===== src/rtl/yonga_lz4_wb_multi_bridge_if.sv =====
// Wishbone-slave bus bundle for the multi-channel LZ4 bridge.
// The master drives the request; the slave returns a one-cycle ack with read data.
interface yonga_lz4_wb_multi_bridge_if #(
  parameter int unsigned AW = 8
);
  logic          wb_valid;
  logic          wb_we;
  logic [3:0]    wb_sel;
  logic [AW-1:0] wb_adr;
  logic [31:0]   wb_wdata;
  logic [31:0]   wb_rdata;
  logic          wb_ack;

  modport master (
    output wb_valid, wb_we, wb_sel, wb_adr, wb_wdata,
    input  wb_rdata, wb_ack
  );

  modport slave (
    input  wb_valid, wb_we, wb_sel, wb_adr, wb_wdata,
    output wb_rdata, wb_ack
  );
endinterface


===== src/rtl/yonga_lz4_wb_multi_bridge.sv =====
// Wishbone front-end for NUM_CH LZ4 decoder channels: per-channel in/out byte FIFOs, status, irq.
// Define BRIDGE_STICKY_ERR_EN to add sticky overflow/underflow flags that also feed irq.
module yonga_lz4_wb_multi_bridge #(
  parameter int unsigned NUM_CH     = 4,
  parameter int unsigned FIFO_DEPTH = 16,
  parameter int unsigned AW         = 8
) (
  input  logic                       clk,
  input  logic                       rst,
  yonga_lz4_wb_multi_bridge_if.slave wb,
  output logic [NUM_CH-1:0]          cmp_valid,
  input  logic [NUM_CH-1:0]          cmp_ready,
  output logic [8*NUM_CH-1:0]        cmp_data,
  input  logic [NUM_CH-1:0]          dec_valid,
  output logic [NUM_CH-1:0]          dec_ready,
  input  logic [8*NUM_CH-1:0]        dec_data,
  output logic [NUM_CH-1:0]          irq
);

  localparam int unsigned PW = $clog2(FIFO_DEPTH);
  localparam int unsigned CW = PW + 1;
  localparam logic [CW-1:0] FullCnt = CW'(FIFO_DEPTH);

  typedef enum logic {StIdle, StAck} state_e;

  state_e        r_state, w_state_nxt;
  logic          w_acc;
  logic          r_ack;
  logic [31:0]   r_rdata, w_rdata_nxt;

  logic [AW-1:0] w_adr;
  logic [3:0]    w_ch;
  logic [1:0]    w_reg;
  logic          w_sel0;

  logic [7:0]    r_in_mem  [NUM_CH][FIFO_DEPTH];
  logic [7:0]    r_out_mem [NUM_CH][FIFO_DEPTH];
  logic [PW-1:0] r_in_wp   [NUM_CH];
  logic [PW-1:0] r_in_rp   [NUM_CH];
  logic [PW-1:0] r_out_wp  [NUM_CH];
  logic [PW-1:0] r_out_rp  [NUM_CH];
  logic [CW-1:0] r_in_cnt  [NUM_CH];
  logic [CW-1:0] r_out_cnt [NUM_CH];

  logic [NUM_CH-1:0] r_irq_en, r_irq;
  logic [NUM_CH-1:0] w_in_full, w_in_empty, w_out_full, w_out_empty;
  logic [NUM_CH-1:0] w_hit, w_in_wr, w_out_rd, w_ctrl_wr, w_flush;
  logic [NUM_CH-1:0] w_in_push, w_in_pop, w_out_push, w_out_pop;
  logic [NUM_CH-1:0] w_ovf, w_udf;
  logic              w_unused_bits;

  assign w_adr  = wb.wb_adr;
  assign w_ch   = w_adr[7:4];
  assign w_reg  = w_adr[3:2];
  assign w_sel0 = wb.wb_sel[0];

  // Address low bits, upper data bytes and upper lanes carry no meaning here.
  assign w_unused_bits = ^{w_adr, wb.wb_wdata, wb.wb_sel};

  // Bus FSM: one access per IDLE cycle, ack during the following cycle.
  always_ff @(posedge clk) begin
    if (rst) begin
      r_state <= StIdle;
      r_ack   <= 1'b0;
      r_rdata <= '0;
    end else begin
      r_state <= w_state_nxt;
      r_ack   <= w_acc;
      if (w_acc) begin
        r_rdata <= w_rdata_nxt;
      end
    end
  end

  always_comb begin
    w_state_nxt = r_state;
    w_acc       = 1'b0;
    unique case (r_state)
      StIdle: begin
        if (wb.wb_valid) begin
          w_acc       = 1'b1;
          w_state_nxt = StAck;
        end
      end
      StAck:   w_state_nxt = StIdle;
      default: w_state_nxt = StIdle;
    endcase
  end

  assign wb.wb_ack   = r_ack;
  assign wb.wb_rdata = r_rdata;

  // Per-channel FIFO flags and access strobes.
  always_comb begin
    w_in_full  = '0;
    w_in_empty = '0;
    w_out_full = '0;
    w_out_empty = '0;
    w_hit      = '0;
    w_in_wr    = '0;
    w_out_rd   = '0;
    w_ctrl_wr  = '0;
    for (int c = 0; c < NUM_CH; c++) begin
      w_in_full[c]   = (r_in_cnt[c] == FullCnt);
      w_in_empty[c]  = (r_in_cnt[c] == '0);
      w_out_full[c]  = (r_out_cnt[c] == FullCnt);
      w_out_empty[c] = (r_out_cnt[c] == '0);
      w_hit[c]       = w_acc && (w_ch == 4'(c));
      w_in_wr[c]     = w_hit[c] && wb.wb_we && (w_reg == 2'd0) && w_sel0;
      w_out_rd[c]    = w_hit[c] && !wb.wb_we && (w_reg == 2'd1);
      w_ctrl_wr[c]   = w_hit[c] && wb.wb_we && (w_reg == 2'd3) && w_sel0;
    end
  end

  // A full FIFO refuses a push even when it pops in the same cycle.
  assign w_in_push  = w_in_wr & ~w_in_full;
  assign w_in_pop   = ~w_in_empty & cmp_ready;
  assign w_out_push = dec_valid & ~w_out_full;
  assign w_out_pop  = w_out_rd & ~w_out_empty;
  assign w_flush    = w_ctrl_wr & {NUM_CH{wb.wb_wdata[1]}};

  assign cmp_valid = ~w_in_empty;
  assign dec_ready = ~w_out_full;
  assign irq       = r_irq;

  always_comb begin
    cmp_data = '0;
    for (int c = 0; c < NUM_CH; c++) begin
      cmp_data[8*c +: 8] = r_in_mem[c][r_in_rp[c]];
    end
  end

`ifdef BRIDGE_STICKY_ERR_EN
  logic [NUM_CH-1:0] r_ovf, r_udf, w_clr_err;

  assign w_clr_err = w_ctrl_wr & {NUM_CH{wb.wb_wdata[2]}};

  always_ff @(posedge clk) begin
    if (rst) begin
      r_ovf <= '0;
      r_udf <= '0;
    end else begin
      r_ovf <= (r_ovf & ~w_clr_err) | (w_in_wr & w_in_full);
      r_udf <= (r_udf & ~w_clr_err) | (w_out_rd & w_out_empty);
    end
  end

  assign w_ovf = r_ovf;
  assign w_udf = r_udf;
`else
  assign w_ovf = '0;
  assign w_udf = '0;
`endif

  always_comb begin
    w_rdata_nxt = '0;
    for (int c = 0; c < NUM_CH; c++) begin
      if (w_hit[c] && !wb.wb_we) begin
        case (w_reg)
          2'd1: begin
            if (!w_out_empty[c]) begin
              w_rdata_nxt = {24'h0, r_out_mem[c][r_out_rp[c]]};
            end
          end
          2'd2: begin
            w_rdata_nxt = {8'h0, 8'(r_in_cnt[c]), 8'(r_out_cnt[c]), 2'b00,
                           w_udf[c], w_ovf[c], w_out_empty[c], w_out_full[c],
                           w_in_empty[c], w_in_full[c]};
          end
          2'd3:    w_rdata_nxt = {31'h0, r_irq_en[c]};
          default: w_rdata_nxt = '0;
        endcase
      end
    end
  end

  // Pointer/count state; flush overrides any same-cycle stream or bus traffic.
  always_ff @(posedge clk) begin
    if (rst) begin
      r_irq_en <= '0;
      r_irq    <= '0;
      for (int c = 0; c < NUM_CH; c++) begin
        r_in_wp[c]   <= '0;
        r_in_rp[c]   <= '0;
        r_out_wp[c]  <= '0;
        r_out_rp[c]  <= '0;
        r_in_cnt[c]  <= '0;
        r_out_cnt[c] <= '0;
      end
    end else begin
      r_irq <= r_irq_en & (~w_out_empty | w_ovf | w_udf);
      for (int c = 0; c < NUM_CH; c++) begin
        if (w_ctrl_wr[c]) begin
          r_irq_en[c] <= wb.wb_wdata[0];
        end
        if (w_flush[c]) begin
          r_in_wp[c]   <= '0;
          r_in_rp[c]   <= '0;
          r_out_wp[c]  <= '0;
          r_out_rp[c]  <= '0;
          r_in_cnt[c]  <= '0;
          r_out_cnt[c] <= '0;
        end else begin
          if (w_in_push[c])  r_in_wp[c]  <= r_in_wp[c] + 1'b1;
          if (w_in_pop[c])   r_in_rp[c]  <= r_in_rp[c] + 1'b1;
          if (w_out_push[c]) r_out_wp[c] <= r_out_wp[c] + 1'b1;
          if (w_out_pop[c])  r_out_rp[c] <= r_out_rp[c] + 1'b1;
          r_in_cnt[c]  <= r_in_cnt[c] + CW'(w_in_push[c]) - CW'(w_in_pop[c]);
          r_out_cnt[c] <= r_out_cnt[c] + CW'(w_out_push[c]) - CW'(w_out_pop[c]);
        end
      end
    end
  end

  // Storage needs no reset: occupancy is tracked by the counters alone.
  always_ff @(posedge clk) begin
    for (int c = 0; c < NUM_CH; c++) begin
      if (w_in_push[c]) begin
        r_in_mem[c][r_in_wp[c]] <= wb.wb_wdata[7:0];
      end
      if (w_out_push[c]) begin
        r_out_mem[c][r_out_wp[c]] <= dec_data[8*c +: 8];
      end
    end
  end

endmodule

===== src/flat_wrapper.sv =====
// flat-port wrapper written by rule: the top's interface ports become plain ports
module yonga_lz4_wb_multi_bridge_flat 
#(
  parameter int unsigned NUM_CH     = 4,
  parameter int unsigned FIFO_DEPTH = 16,
  parameter int unsigned AW         = 8
)
  (clk, rst, cmp_valid, cmp_ready, cmp_data, dec_valid, dec_ready, dec_data, irq, wb_wb_valid, wb_wb_we, wb_wb_sel, wb_wb_adr, wb_wb_wdata, wb_wb_rdata, wb_wb_ack);
  yonga_lz4_wb_multi_bridge_if #(.AW(AW)) wb_i ();
  input  logic clk;
  input  logic rst;
  output logic [NUM_CH-1:0] cmp_valid;
  input  logic [NUM_CH-1:0] cmp_ready;
  output logic [8*NUM_CH-1:0] cmp_data;
  input  logic [NUM_CH-1:0] dec_valid;
  output logic [NUM_CH-1:0] dec_ready;
  input  logic [8*NUM_CH-1:0] dec_data;
  output logic [NUM_CH-1:0] irq;
  input wire logic [$bits(wb_i.wb_valid)-1:0] wb_wb_valid;
  input wire logic [$bits(wb_i.wb_we)-1:0] wb_wb_we;
  input wire logic [$bits(wb_i.wb_sel)-1:0] wb_wb_sel;
  input wire logic [$bits(wb_i.wb_adr)-1:0] wb_wb_adr;
  input wire logic [$bits(wb_i.wb_wdata)-1:0] wb_wb_wdata;
  output wire logic [$bits(wb_i.wb_rdata)-1:0] wb_wb_rdata;
  output wire logic [$bits(wb_i.wb_ack)-1:0] wb_wb_ack;
  assign wb_i.wb_valid = wb_wb_valid;
  assign wb_i.wb_we = wb_wb_we;
  assign wb_i.wb_sel = wb_wb_sel;
  assign wb_i.wb_adr = wb_wb_adr;
  assign wb_i.wb_wdata = wb_wb_wdata;
  assign wb_wb_rdata = wb_i.wb_rdata;
  assign wb_wb_ack = wb_i.wb_ack;
  yonga_lz4_wb_multi_bridge #(.NUM_CH(NUM_CH), .FIFO_DEPTH(FIFO_DEPTH), .AW(AW)) u_core (.clk(clk), .rst(rst), .wb(wb_i), .cmp_valid(cmp_valid), .cmp_ready(cmp_ready), .cmp_data(cmp_data), .dec_valid(dec_valid), .dec_ready(dec_ready), .dec_data(dec_data), .irq(irq));
endmodule

===== config.mk =====
export PLATFORM = sky130hd
export DESIGN_NAME = yonga_lz4_wb_multi_bridge_flat
export DESIGN_NICKNAME = d
export VERILOG_FILES = /design/src/rtl/yonga_lz4_wb_multi_bridge_if.sv /design/src/rtl/yonga_lz4_wb_multi_bridge.sv /design/src/flat_wrapper.sv
export SDC_FILE = /design/constraint.sdc
export NUM_CORES = 1
export LEC_CHECK = 0
export BUFFER_PORTS_ARGS = -buffer_cell sky130_fd_sc_hd__buf_2
export CORE_AREA = 2 2 384 386
export CTS_BUF_LIST = sky130_fd_sc_hd__clkbuf_8
export CTS_CLUSTER_DIAMETER = 50
export CTS_CLUSTER_SIZE = 10
export DETAILED_ROUTE_END_ITERATION = 10
export DIE_AREA = 0 0 386 388
export PLACE_DENSITY_LB_ADDON = 0.15
export SYNTH_ARGS = -nofsm -noshare
export SYNTH_HDL_FRONTEND = slang
export SYNTH_SLANG_ARGS = --single-unit
export TNS_END_PERCENT = 50

===== constraint.sdc =====
create_clock -name clk -period 2.9 [get_ports clk]
set_input_delay 0.58 -clock clk [delete_from_list [all_inputs] [get_ports clk]]
set_output_delay 0.58 -clock clk [all_outputs]
set_load 0.02 [all_outputs]

Yosys cells after proc, flatten, opt, wreduce, memory -nomap -nowiden
Memories as Yosys holds them, arrays and structs flattened.
Index checks and enable logic that the tools add are counted.

word-level totals
  word-level logic and storage cells = 425
  memories = 8
  flip-flop bits (word level) = 42
  output and inout port bits = 77
  memory bits (writable) = 1128

operators by class
  reductions and logical operators = 54
  magnitude comparators = 24
  equal/unequal tests = 14
  multiplexer cells = 210
  bitwise logic cells = 75
  add/sub/neg operators = 32

memory list
  memory            depth  bits a word  read ports  clocked after memory_dff  write ports  RTL line                         text
  u_core.r_in_mem   4      128          4           0                         1            yonga_lz4_wb_multi_bridge.sv:36  logic [7:0] r_in_mem [NUM_CH][FIFO_DEPTH];
  u_core.r_out_mem  4      128          4           0                         4            yonga_lz4_wb_multi_bridge.sv:37  logic [7:0] r_out_mem [NUM_CH][FIFO_DEPTH];
  u_core.r_in_cnt   4      5            4           0                         4            yonga_lz4_wb_multi_bridge.sv:42  logic [CW-1:0] r_in_cnt [NUM_CH];
  u_core.r_out_cnt  4      5            4           0                         4            yonga_lz4_wb_multi_bridge.sv:43  logic [CW-1:0] r_out_cnt [NUM_CH];
  u_core.r_in_rp    4      4            4           0                         4            yonga_lz4_wb_multi_bridge.sv:39  logic [PW-1:0] r_in_rp [NUM_CH];
  u_core.r_in_wp    4      4            4           0                         4            yonga_lz4_wb_multi_bridge.sv:38  logic [PW-1:0] r_in_wp [NUM_CH];
  2 more memories   -      -            -           -                         -            -

operators with widths
  kind                 number
  $mux 128             14
  $reduce_or 128->1    3
  $pmux 32 s3          3
  $bmux 8 s4           8
  $demux 8 s4          8
  $mux 32              7
  $mux 8               25
  $mux 4               32
  $mux 1               92
  $ge 5x5->1 const B   16
  $mux 5               16
  $not 4->5            16
  $add 4x1->4 const B  16
  $pmux 21 s3          1
  $or 1x1->1           48
  $add 5x1->5          8
  $eq 5x5->1 const B   8
  $logic_and 1x1->1    40
  $logic_not 5->1      8
  $lt 5x1->1 const B   8
  $sub 5x1->5          8
  $and 4x4->4          6
  $not 4->4            4
  $eq 4x2->1 const B   2
  other kinds (9)      12

Logic depth before layout (Yosys ltp)
Gate-level depths: netlist of the first run.
An unclocked memory read counts as a cell.

  depth after elaboration = 17
  depth in mapped cells = 16

Worst setup path before layout of the first run
Ideal clock, no wire load.

  path type = register -> register
  from = mem u_core.r_out_cnt[0][3] in the netlist's numbering
  to = mem u_core.r_out_cnt[0][4] in the netlist's numbering, data pin
  buffers on the path = 0
  cell stages (with the launch flop) = 17
  period minus slack after synthesis = 3.156 ns
  library setup time = 0.146 ns
  path slack = -0.256 ns
  arrival time = 3.009 ns
  path through = edfxtp_1 inv_1 ha_1 nor4b_1 inv_1 nand3_1 clkinv_1 ha_1 inv_1 ha_1 inv_1 fa_1 inv_1 a21oi_1 nor2_1 or3_1 a21oi_1

RTL lines
  element             RTL line
  start: declaration  yonga_lz4_wb_multi_bridge.sv:43

==> metrics, run 1 <==
status complete, but fails checks; violated checks setup timing; Required @ worst endpoint 2.32 ns; critical path fanouts, max 3; cell type with the highest aggregate area in the netlist edfxtp_1; Die X 386 um; Setup WS post-layout -0.504 ns; PwrDens 601 nW/um2; Skew-Pair Late Insertion Delay 0.88 ns; P&R area growth vs syn 20.2%; Final GP Congestion 0.795; post-synthesis async set-or-reset flop share 0%; Arr. time, crit path 2.82 ns; pin count of the biggest net entering global routing 65; Synth cell types 66; post-layout min period 3.40 ns; synthesized area 47800 um2; clock share of power 34.8%; register area 34400 um2; Peak VDD IR 0.000369 V; Post-Syn Area per Cell 19.5 um2; post-route antenna net violation count 0; ys flop type edfxtp_1; Max Clk Rate 294 MHz; clock sink count 1155; Multi-input gate area 12900 um2; Total Die Area 150000 um2; Hold Path Class in -> reg; Slew Limit Fails 0; Worst-path clk slew 0.07 ns; CTS Buf Count 154; Yosys reg bits 1155; Clock Path Buffers 3; row cnt 140; combinational share of power 10.6%; Ports 165; Initial Utilization 32.9%; vias in the first global route 26200; Routed WL 120000 um; WHS 0.104 ns; sequential share of power 54.7%; initial antenna violation count 14; GRT overflow 0; Leak 19.4 nW; first-pass GRT wire length 176000 um; port bufs 121; Clock Skews 0.0373 ns; Die Y 388 um; final layout net count 3212; TNS Setup -15.43 ns; Critical Path End Type output port; NetSw 8.32 mW; DP Worst Slack -0.466 ns; Worst-Margin Slew 0.821 ns; routed len/inst 23.9 um; Post-synth EDFFs 1128; RSZ-0062 raised after global routing true; critical path class reg -> out; drt initial violations 1839; total track usage 16.2%; TritonRoute pass-1 iters 5; PnR Total Power 34.5 mW; type of origin of the critical path flop; CP startpoint u_core.r_in_rp[1][0]$_SDFFCE_PN0P_; detailed-route vias per instance 4.93; Net Sw Frac 24.1%; YS warnings 0; worst r2r src u_core.r_in_cnt[3][2]$_SDFFCE_PN0P_; post-synth top area share 70.9%; Int Power 26.2 mW; Mapped Cells 2457; ranking of synthesized cells by area edfxtp_1 (71%), mux4_2 (14%), ha_1 (2.3%); core box area 145000 um2; Remaining DRCs 0; crit share post-route 117%; CTS root buffer clkbuf_8; Final Hold Viols 0; Final setup violation count 34; Clock H-tree levels 4; share of cells above drive strength 1 34.1%; sequential fraction of the synthesis area 72.0%; FILL cells 13100; vias 24800; hold path start dec_data[14]; CTS tree done; Slew HR 44.5%; Max Cap Viol 0; Detail Placement HPWL 78500 um
-- logic make-up after synthesis --
logic type | Yosys count | share of synthesized area, %
flip-flops | 1155 | 72.0
AND/OR/NAND/NOR | 451 | 4.77
multiplexers | 346 | 15.6
buffers and inverters | 236 | 2.25
AO/OA/AOI/OAI | 113 | 1.62
adder cells (fa/ha/maj) | 96 | 2.64
XOR/XNOR | 58 | 1.06
other | 2 | 0.0157
-- power groups by stage --
stage	Combinational (mW)	Clock, mW	Sequential [mW]
6_report	3.64	12.0	18.9
5_1_grt	3.95	13.1	18.9
4_1_cts	3.58	12.5	18.9
3_5_place_dp	3.27	0	19.2
3_3_place_gp	3.22	0	19.2
2_1_floorplan	1.96	0	19.1
-- worst max-delay path: stages (launching register included) --
cell and delay, ns:
edfxtp_1 0.42, buf_6 0.15, buf_12 0.13, buf_12 0.12, mux4_2 0.46, mux4_2 0.53
buf_6 0.16
-- through the flow --
step	cell area (um2)	utilization [%]	instances
floorplan	48100	-	2509
global placement	53300	36.7	4727
detailed placement	53300	36.7	4727
CTS	57100	39.3	5018
global route	57400	39.5	5029
finish	57400	39.5	5031
-- state kept, by name, indices dropped and copies added, names as in the netlist --
signal / cells
u_core.wb.wb_ack: 1
u_core.r_in_wp: 16
u_core.r_in_mem: 512
u_core.r_out_rp: 16
u_core.r_out_wp: 16
u_core.r_out_cnt: 20
u_core.r_in_rp: 16
u_core.r_out_mem: 512
u_core.r_in_cnt: 20
u_core.wb.wb_rdata: 18
u_core.r_irq_en: 4
u_core.irq: 4
-- layout by cell type, fill, tap and decap left out, types with 47 or more instances in the layout --
| cell | synthesis | routed |
|---|---|---|
| and2_1 | 54 | 50 |
| edfxtp_1 | 1128 | 1128 |
| conb_1 | 2 | 54 |
| clkbuf_8 | 0 | 157 |
| buf_2 | 30 | 88 |
| buf_6 | 9 | 47 |
| mux4_2 | 303 | 303 |
| buf_4 | 20 | 274 |
| nand2_1 | 63 | 63 |
| nor2_1 | 168 | 168 |
| inv_1 | 103 | 109 |
| ha_1 | 88 | 78 |
-- synthesized netlist by cell type, types with 3 or more instances --
cell and instances:
edfxtp_1 1128, mux4_2 303, nor2_1 168, inv_1 103
ha_1 88, nand2_1 63, and2_1 54, clkbuf_1 54
a21oi_1 31, xor2_1 31, buf_2 30, nor3_1 30
nand3_1 28, dfxtp_1 27, xnor2_1 27, mux2i_1 25
and3_1 23, buf_4 20, nand2b_1 18, buf_1 17
a22oi_1 15, o21ai_0 15, mux4_1 13, nor3b_1 12
nor4_1 12, a31oi_1 10, nor2b_1 10, a21o_1 9
buf_6 9, a211oi_1 8, fa_1 8, or3_1 6
mux2_2 5, nand4_1 5, a311oi_1 4, nand4bb_1 4
a221oi_1 3, nor4b_1 3, o211ai_1 3, or4b_2 3
-- path summary, 6_finish.rpt --
check	end	slack, ns	depth (start not counted)
hold / removal	u_core.r_out_mem[1][6]$_DFFE_PP_	0.10	1
hold reg to reg	u_core.wb.wb_rdata[11]$_SDFFE_PP0P_	0.52	2
setup / recovery	cmp_data[11]	-0.50	6
setup reg to reg	u_core.r_in_cnt[3][4]$_SDFFCE_PN0P_	-0.14	14
-- layer usage --
| metal | GRT usage [%] | up-vias | wire [um] |
|---|---|---|---|
| li1 | - | 10900 | - |
| met1 | 21.6 | 13100 | 51600 |
| met2 | 26.2 | 604 | 58800 |
| met3 | 4.19 | 164 | 7790 |
| met4 | 4.04 | 10 | 2270 |
| met5 | 0 | - | 53 |
-- area by class of cell --
type                            instances  area share, %
Multi-Input combinational cell       1118           22.4
Sequential cell                      1155           59.9
Antenna cell                            5         0.0218
Clock inverter                         80           1.16
Inverter                              105          0.686
Tap cell                             1917           4.18
Timing Repair Buffer                  494           7.85
Clock buffer                          157           3.76
-- timing repair --
action	CTS	global route
setup endpoints to repair	45	50
buffers inserted	15	7
cloned	10	4
hold buffers	29	0
resized for setup	70	72
pin swaps	2	14
endpoints found under the hold margin	389	0
Power figures use the tool's default switching activity.
==> inputs of run 2 (changes only) <==
==> constraint.sdc (replaced) <==
create_clock -name clk -period 2.9 [get_ports clk]
set_input_delay 0.58 -clock clk [delete_from_list [all_inputs] [get_ports clk]]
set_output_delay 0.58 -clock clk [all_outputs]
set_load 0.01 [all_outputs]
==> run 2 against run 1 <==
  * The flow still finishes with violations (setup timing)
  * Fmax is 0.71% lower
  * Via count is 0.66% lower
  * Wire length hardly changed
  * Critical path type unchanged
==> metrics, run 2 (same netlist as run 1, synthesis figures left out) <==
status complete, but fails checks (unchanged); Initial Utilization 32.9% (unchanged); CP startpoint u_core.r_in_rp[3][0]$_SDFFCE_PN0P_ (was u_core.r_in_rp[1][0]$_SDFFCE_PN0P_); Setup WS post-layout -0.528 ns (was -0.504 ns); detailed-route vias per instance 4.90 (was 4.93); Post-DP Area 53200 um2 (was 53300 um2); vias 24600 (was 24800); Max Cap Viol 0 (unchanged); CTS root buffer clkbuf_8 (unchanged); type of origin of the critical path flop (unchanged); Slew Limit Fails 0 (unchanged); Max Clk Rate 292 MHz (was 294 MHz); flop-to-flop setup slack -0.08 ns (was -0.14 ns); final layout net count 3201 (was 3212); Layout Cell Area excl Fill 57200 um2 (was 57400 um2); port bufs 121 (unchanged); initial antenna violation count 12 (was 14); drt initial violations 1883 (was 1839); Final setup violation count 36 (was 34); worst r2r src u_core.r_in_cnt[1][3]$_SDFFCE_PN0P_ (was u_core.r_in_cnt[3][2]$_SDFFCE_PN0P_); Leak 19.3 nW (was 19.4 nW); critical path class reg -> out (unchanged); Detail Placement HPWL 78800 um (was 78500 um); terminus of the critical flop-to-flop path u_core.r_in_cnt[1][4]$_SDFFCE_PN0P_ (was u_core.r_in_cnt[3][4]$_SDFFCE_PN0P_); GRT overflow 0 (unchanged); Clock H-tree levels 4 (unchanged); commonest non-fill, non-tap cells in the layout edfxtp_1 (1128), mux4_2 (303), buf_4 (278) (was edfxtp_1 (1128), mux4_2 (303), buf_4 (274)); logic depth of the worst path, buffers included 6 (unchanged); Die Y 388 um (unchanged); pin count of the biggest net entering global routing 65 (unchanged); Setup crit end cmp_data[31] (was cmp_data[11]); Die X 386 um (unchanged); Routed WL 121000 um (was 120000 um); CTS Buf Count 152 (was 154); clock sink count 1155 (unchanged); crit share post-route 118% (was 117%); Required @ worst endpoint 2.32 ns (about the same); Skew-Pair Late Insertion Delay 0.90 ns (was 0.88 ns); first-pass GRT wire length 177000 um (was 176000 um); RSZ-0062 raised after global routing true (unchanged); Ports 165 (unchanged); Arr. time, crit path 2.85 ns (was 2.82 ns); CP cell instances buf_6, buf_12, buf_16, mux4_2, mux4_2, buf_6 (was buf_6, buf_12, buf_12, mux4_2, mux4_2, buf_6); Peak VDD IR 0.000398 V (was 0.000369 V); Remaining DRCs 0 (unchanged); Critical Path End Type output port (unchanged); Final Hold Viols 0 (unchanged); total track usage 16.2% (about the same); row cnt 140 (unchanged); Slew HR 44.9% (was 44.5%); PwrDens 601 nW/um2 (about the same); family with the most delay on the worst path multiplexers (unchanged); post-layout min period 3.43 ns (was 3.40 ns); Worst-Margin Slew 0.825 ns (was 0.821 ns); core box area 145000 um2 (unchanged); share of cells above drive strength 1 33.8% (was 34.1%); worst r2r path cells 14 (unchanged); Worst path max stage delay 0.53 ns (about the same); Final GP Congestion 0.812 (was 0.795); hold path start dec_data[11] (was dec_data[14]); P&R area growth vs syn 19.7% (was 20.2%); post-route antenna net violation count 0 (unchanged); WP buf/inv 4 (unchanged); commonest non-fill, non-tap cell in the layout edfxtp_1 (unchanged); Hold Path Class in -> reg (unchanged); PnR Total Power 34.4 mW (was 34.5 mW); violated checks setup timing (unchanged); critical path fanouts, max 5 (was 3); Clock Path Buffers 3 (unchanged); Worst-path clk slew 0.08 ns (was 0.07 ns); vias in the first global route 26100 (was 26200); Total Die Area 150000 um2 (unchanged); TritonRoute pass-1 iters 5 (unchanged); Clock Skews 0.0456 ns (was 0.0373 ns); CTS tree done (unchanged); Slowest-stage cell, CP mux4_2 (unchanged); routed len/inst 24.0 um (was 23.9 um)
## run 2: changes by cell type in the layout (fill, tap and decap cells not counted), moves of 5 or more
| cell | change |
|---|---|
| clkinv_1 | +5 |
| clkbuf_8 | -5 |
| buf_6 | -6 |
| ha_4 | -5 |
| buf_12 | -5 |
## run 2: how the worst min path moves through the flow
stage,endpoint,slack [ns],depth (start not counted)
2_1_floorplan,u_core.irq[2]$_SDFF_PP0_,0.47,1
3_3_place_gp,u_core.wb.wb_rdata[0]$_SDFFE_PP0P_,0.47,2
3_5_place_dp,u_core.wb.wb_rdata[0]$_SDFFE_PP0P_,0.49,2
4_1_cts,u_core.r_out_mem[1][19]$_DFFE_PP_,0.002,1
5_1_grt,u_core.r_out_mem[1][24]$_DFFE_PP_,0.03,1
6_report,u_core.r_out_mem[1][3]$_DFFE_PP_,0.1,1
## run 2: where the power goes
group	switching [mW]	internal (mW)
clock network	6.26	5.78
logic	1.79	1.70
registers	0.227	18.6
total	8.28	26.1
## run 2: routing by layer
layer | vias up | global-route usage [%] | share of wire (%)
met5 | - | 0 | 0.052
met1 | 13000 | 22.0 | 44
met2 | 571 | 25.9 | 48
met4 | 10 | 4.87 | 2.0
li1 | 10900 | - | -
met3 | 166 | 3.76 | 5.9
## run 2: metrics by stage
stage / worst slack (ns) / hold WS (ns) / util (%) / std cells / TNS [ns]
final: -0.528 / 0.0994 / 39.4 / 5024 / -14.97
after global routing: -0.676 / 0.0320 / 39.4 / 5021 / -21.19
after CTS: -0.652 / 0.00209 / 39.4 / 5022 / -20.61
after detailed placement: -0.452 / 0.494 / 36.6 / 4729 / -27.70
after global placement: -0.357 / 0.472 / 36.6 / 4729 / -11.91
after floorplan: -0.135 / 0.467 / - / 2509 / -0.248
## run 2: worst register-to-register path: stages (launching register included)
cell and delay (ns):
edfxtp_1 0.43, inv_2 0.10, ha_4 0.13, or4b_4 0.46
and2_4 0.18, ha_1 0.27, inv_1 0.04, ha_1 0.21
inv_2 0.07, fa_2 0.20, inv_1 0.04, a21oi_1 0.17
nor2_1 0.07, or3_1 0.37, a21oi_2 0.12
## run 2: what timing repair did
action | in CTS | in global routing
buffers inserted | 17 | 2
pin swaps | 1 | 8
hold buffers | 26 | 0
setup endpoints to repair | 43 | 52
endpoints found under the hold margin | 354 | 0
cloned | 12 | 1
resized for setup | 78 | 49
## run 2: area by class of cell
type	count	area, um2
Multi-Input combinational cell	1118	12800
Tap cell	1917	2400
Inverter	105	394
Clock inverter	86	754
Clock buffer	152	2090
Sequential cell	1155	34400
Fill cell	13100	88000
Antenna cell	6	15.0
Timing Repair Buffer	485	4360
